===== config.mk =====
export PLATFORM = sky130hd
export DESIGN_NAME = univ_shift_reg
export DESIGN_NICKNAME = d
export VERILOG_FILES = /design/src/rtl/usr_pkg.sv /design/src/rtl/univ_shift_reg_sat_counter.sv /design/src/rtl/univ_shift_reg.sv
export SDC_FILE = /design/constraint.sdc
export NUM_CORES = 1
export LEC_CHECK = 0
export ABC_AREA = 1
export BUFFER_PORTS_ARGS = -buffer_cell sky130_fd_sc_hd__buf_4
export CORE_MARGIN = 5
export CORE_UTILIZATION = 51
export DETAILED_ROUTE_END_ITERATION = 6
export MAX_ROUTING_LAYER = met4
export PLACE_DENSITY = 0.79
export SYNTH_ARGS = -nofsm -noshare
export SYNTH_HDL_FRONTEND = slang
export SYNTH_HIERARCHICAL = 1
export SYNTH_SLANG_ARGS = --single-unit

===== constraint.sdc =====
create_clock -name clk -period 1.16 [get_ports clk]
set_input_delay 0.232 -clock clk [delete_from_list [all_inputs] [get_ports clk]]
set_output_delay 0.232 -clock clk [all_outputs]
set_load 0.03 [all_outputs]

===== src/rtl/usr_pkg.sv =====
// Shared definitions for the universal shift register: operation-select
// encoding used by the top-level next-state mux and by the testbench.
package usr_pkg;

  typedef logic [2:0] mode_t;

  localparam mode_t MODE_HOLD = 3'b000;
  localparam mode_t MODE_SHL  = 3'b001;
  localparam mode_t MODE_SHR  = 3'b010;
  localparam mode_t MODE_LOAD = 3'b011;
  localparam mode_t MODE_ROL  = 3'b100;
  localparam mode_t MODE_ROR  = 3'b101;

endpackage


===== src/rtl/univ_shift_reg_sat_counter.sv =====
// Saturating up-counter: synchronous clear beats increment, and the count
// sticks at MAX instead of wrapping.
module sat_counter #(
  parameter int CNT_W = 4,
  parameter int MAX   = 8
) (
  input  logic             clk,
  input  logic             rst_n,
  input  logic             i_clr,
  input  logic             i_inc,
  output logic [CNT_W-1:0] o_cnt,
  output logic             o_at_max
);

  logic [CNT_W-1:0] r_cnt;
  logic             w_at_max;

  assign w_at_max = (r_cnt == CNT_W'(MAX));

  always_ff @(posedge clk or negedge rst_n) begin
    if (!rst_n) begin
      r_cnt <= '0;
    end else if (i_clr) begin
      r_cnt <= '0;
    end else if (i_inc && !w_at_max) begin
      r_cnt <= r_cnt + CNT_W'(1);
    end
  end

  assign o_cnt    = r_cnt;
  assign o_at_max = w_at_max;

endmodule


===== src/rtl/univ_shift_reg.sv =====
// WIDTH-bit universal shift register (hold/shift/rotate/load, sync clear)
// with a saturating shift counter for serializer/deserializer use.
module univ_shift_reg
  import usr_pkg::*;
#(
  parameter int               WIDTH     = 8,
  parameter logic [WIDTH-1:0] RESET_VAL = '0,
  parameter int               CNT_W     = $clog2(WIDTH + 1)
) (
  input  logic             clk,
  input  logic             reset,
  input  logic             en,
  input  logic             clr,
  input  mode_t            mode,
  input  logic             sin_l,
  input  logic             sin_r,
  input  logic [WIDTH-1:0] d,
  output logic [WIDTH-1:0] q,
  output logic             sout_msb,
  output logic             sout_lsb,
  output logic [CNT_W-1:0] shift_cnt,
  output logic             cnt_done
);

  logic [WIDTH-1:0] r_q;
  logic [WIDTH-1:0] w_q_nxt;
  logic [WIDTH-1:0] w_shl;
  logic [WIDTH-1:0] w_shr;
  logic [WIDTH-1:0] w_rol;
  logic [WIDTH-1:0] w_ror;
  logic             w_inc;
  logic             w_load;

  // A 1-bit register has no neighbours: shifts take the serial input and
  // rotates reduce to a no-op on the data.
  generate
    if (WIDTH == 1) begin : g_w1
      assign w_shl = sin_r;
      assign w_shr = sin_l;
      assign w_rol = r_q;
      assign w_ror = r_q;
    end else begin : g_wn
      assign w_shl = {r_q[WIDTH-2:0], sin_r};
      assign w_shr = {sin_l, r_q[WIDTH-1:1]};
      assign w_rol = {r_q[WIDTH-2:0], r_q[WIDTH-1]};
      assign w_ror = {r_q[0], r_q[WIDTH-1:1]};
    end
  endgenerate

  always_comb begin
    w_q_nxt = r_q;
    w_inc   = 1'b0;
    w_load  = 1'b0;
    if (en) begin
      case (mode)
        MODE_HOLD: ;
        MODE_SHL:  begin w_q_nxt = w_shl; w_inc = 1'b1; end
        MODE_SHR:  begin w_q_nxt = w_shr; w_inc = 1'b1; end
        MODE_LOAD: begin w_q_nxt = d;     w_load = 1'b1; end
        MODE_ROL:  begin w_q_nxt = w_rol; w_inc = 1'b1; end
        MODE_ROR:  begin w_q_nxt = w_ror; w_inc = 1'b1; end
        default:   ;
      endcase
    end
  end

  always_ff @(posedge clk or negedge reset) begin
    if (!reset) begin
      r_q <= RESET_VAL;
    end else if (clr) begin
      r_q <= RESET_VAL;
    end else begin
      r_q <= w_q_nxt;
    end
  end

  sat_counter #(
    .CNT_W (CNT_W),
    .MAX   (WIDTH)
  ) u_cnt (
    .clk      (clk),
    .rst_n    (reset),
    .i_clr    (clr | w_load),
    .i_inc    (w_inc),
    .o_cnt    (shift_cnt),
    .o_at_max (cnt_done)
  );

  assign q        = r_q;
  assign sout_msb = r_q[WIDTH-1];
  assign sout_lsb = r_q[0];

endmodule


==> results.md <==
* Run status: complete, but fails checks
* Failing checks: setup timing
* Final hold violation count at 0
* Area share of the largest cell type after synthesis at between 20% and 30%
* Placement Cell Area at about 1500 sq um
* Placement Setup Slack at -121 ps
* Clock transition at path regs at roughly 90 ps
* Die Area at 3080 sq um
* Slew margin rel. at 84.5%
* Worst reg2reg endpoint: u_cnt/o_cnt[0]
* Worst EP arrival at around 1200 ps
* Synth Flop Type: dfrtp_1
* TNS Setup at -541 ps
* P&R area growth vs syn at 61.1%
* Netlist cell types at 22
* Initial Util at 53.8%
* Slew @ Worst Pin at roughly 230 ps
* Row count at 16
* XOR/XNOR Fraction of Synth Area at 0%
* Buffers on Ports at 31
* Syn Area/Cell at between 6 and 7 sq um
* Routed WL at approximately 4.2 mm
* Max Freq at 688 MHz
* GRT Resource Usage Total at a little under a quarter
* FF+latch count, synth at 12
* GPL Wtd Cong at 0.875
* Max VDD drop at 0.00103 V
* Via/cell ratio at 5.69
* Fin cells at 258
* Worst Path Required at a little over 900 ps
* Commonest cells post-synth: 33 x nand2_1, 31 x nand3_1, 27 x inv_1, 24 x nor2_1, 13 x nand4_1
* RR Startpoint: u_cnt/o_cnt[0]
* CP Launch Point: u_cnt/o_cnt[0]
* Initial antenna violation count at 0
* Sequential cell area fraction in the yosys report at 28.4%
* Max Cap Viol at 0
* GR Overflow Total at 0
* # nets final at roughly 250
* Die Wd at about 56 um
* Most frequent cell after synthesis: nand2_1
* First-pass GRT wire length at 5.62 mm
* Vias at between 1000 and 1500
* Clk buf depth at 2
* Worst-Skew Late Latency at 290 ps
* Core area at 1960 sq um
* Mapped cell area at around 1100 sq um
* Compound-Gate Fraction of Synth Area at under 10%
* Largest net degree at the start of global routing at 13
* Multiplexer share of the synthesized area at 0%
* Worst setup SP type: flop
* Layout Skew at 8.92 ps
* Main combinational cell family by area after synthesis: simple AND/OR/NAND/NOR gates
* Final setup vio count at 7
* Die Y at between 50 and 60 um
* Number of diodes at 0
* Pre-Repair DR Iteration Count at 5
* Yosys Warn Count at 6
* R2R Setup Slk at -60 ps
* Asr flop ratio synth at 100%
* Worst hold path class: in -> async
* Maximum fanout along the worst path at 2
* Final Slew Violations at 0
* # DRC at 0
* Leakage at 0.909 nW
* CTS tree: yes
* Drt wl/cell at 16.2 um
* CP Capture Type: primary output
* Filler Cells Inserted at between 100 and 150
* Post-DP HPWL at 2.57 mm
* Final core occ at 86.7%
* Number of CTS-inserted buffers at 3
* Layout cells sized above 1 at between 40% and 50%
* Cells after Synth at 168
* Final Instance Area at 1700 sq um
* Routed Antenna Nets at 0
* Worst setup path class: reg -> out
* # IOs at 32
* Largest area contributor in the netlist: dfrtp_1
* H-Tree Depth at 1
* PD cells at 769 nW/um^2
* Vias in the first global route at 1253
* Clk sinks at 12
* Synth area leaders: dfrtp_1 28%, nand3_1 15%, nand2_1 12%
* RSZ-0062 raised after global routing: true
* Clock Tree Root: clkbuf_4
* Adder-cell share of the synthesized area at 4.74%
* Post-Synth Simple-Gate Area at 49.2%
* Final worst slack at -293 ps
* Depth of the worst register-to-register path at 7
* Placed cells at 244
* Final min period at 1450 ps
* Period utilisation layout at 125%
* Initial DRC count at 86
* Synth Net Count at roughly 190
* Count of flip-flops with a built-in enable after synthesis at 0
routing by layer:
| metal | vias to the layer above | GRT usage, % | share of wire, % |
|---|---|---|---|
| met5 | - | - | 0 |
| met4 | 0 | 10.8 | 6.2 |
| met3 | 34 | 5.59 | 7.9 |
| met2 | 105 | 39.0 | 51 |
| met1 | 661 | 26.5 | 35 |
| li1 | 669 | - | - |
power by group:
| group | switching [mW] | internal [mW] |
|---|---|---|
| combinational | 0.269 | 0.218 |
| clock | 0.170 | 0.191 |
| sequential | 0.0216 | 0.439 |
| total | 0.460 | 0.848 |
final cells by class:
type	count	area, sq um	share of cell area, %
Multi-Input combinational cell	120	658	38.7
Timing Repair Buffer	64	542	31.8
Sequential cell	12	313	18.4
Inverter	31	119	6.99
Clock buffer	4	36.3	2.13
Tap cell	27	33.8	1.99
stage by stage:
| stage | hold slack [ps] | total power [mW] |
|---|---|---|
| 3_5_place_dp | 80.3 | 0.886 |
| 3_3_place_gp | 74.4 | 0.873 |
| 2_1_floorplan | -63.6 | 0.687 |
| 5_1_grt | 349 | 1.36 |
| 4_1_cts | 329 | 1.22 |
| 6_report | 323 | 1.31 |
critical path, stage by stage (launching register included):
cell,delay [ps]
dfrtp_2,410
inv_2,90
ha_4,140
nand3b_1,110
inv_2,70
buf_6,120
cell families (layout without fill, tap and decap cells):
kind of cell               after synthesis  after routing
and+or+nand+nor                        110            110
buffers and inverters                   36             99
DFF                                     12             12
AOI/OAI and AO/OA                        6              6
adders and majority gates                4              4
worst max path at each step:
stage	endpoint	slack (ps)	depth (start not counted)
final	cnt_done	-290	5
after global routing	cnt_done	-330	5
after CTS	cnt_done	-230	5
after detailed placement	q[0]	-120	9
after global placement	q[1]	-100	7
after floorplan	cnt_done	-60	4
sequential cells by signal, summed over array words and instances, names as in the netlist:
name	cells
u_cnt/o_cnt	4
q	8
cells in the final DEF (no fill, tap or decap):
cell / synthesis / layout
a31oi_1: 2 / 1
nand3_1: 31 / 30
nor2_1: 24 / 24
o21ai_0: 2 / 2
dlygate4sd3_1: 0 / 1
clkbuf_8: 0 / 1
nand3_2: 3 / 4
buf_6: 0 / 9
nand4_1: 13 / 13
nand2_1: 33 / 30
clkbuf_4: 0 / 3
o21ai_1: 1 / 1
inv_1: 27 / 24
ha_1: 4 / 2
a31oi_4: 0 / 1
o21ai_2: 1 / 1
nor2_2: 1 / 1
dfrtp_2: 0 / 10
buf_4: 3 / 52
ha_4: 0 / 2
inv_4: 1 / 1
clkinv_1: 1 / 1
or2_2: 2 / 2
dfrtp_1: 12 / 2
nand3b_1: 1 / 1
inv_2: 2 / 5
nand2_2: 2 / 5
buf_12: 0 / 2
timing repair:
item	4_1_cts	5_1_grt
setup endpoints to repair	8	17
pin swaps	1	1
gates resized for setup	9	11
hold endpoints to repair	12	0
hold buffers	1	0
buffers inserted	1	9
(Power assumes the default switching activity.)
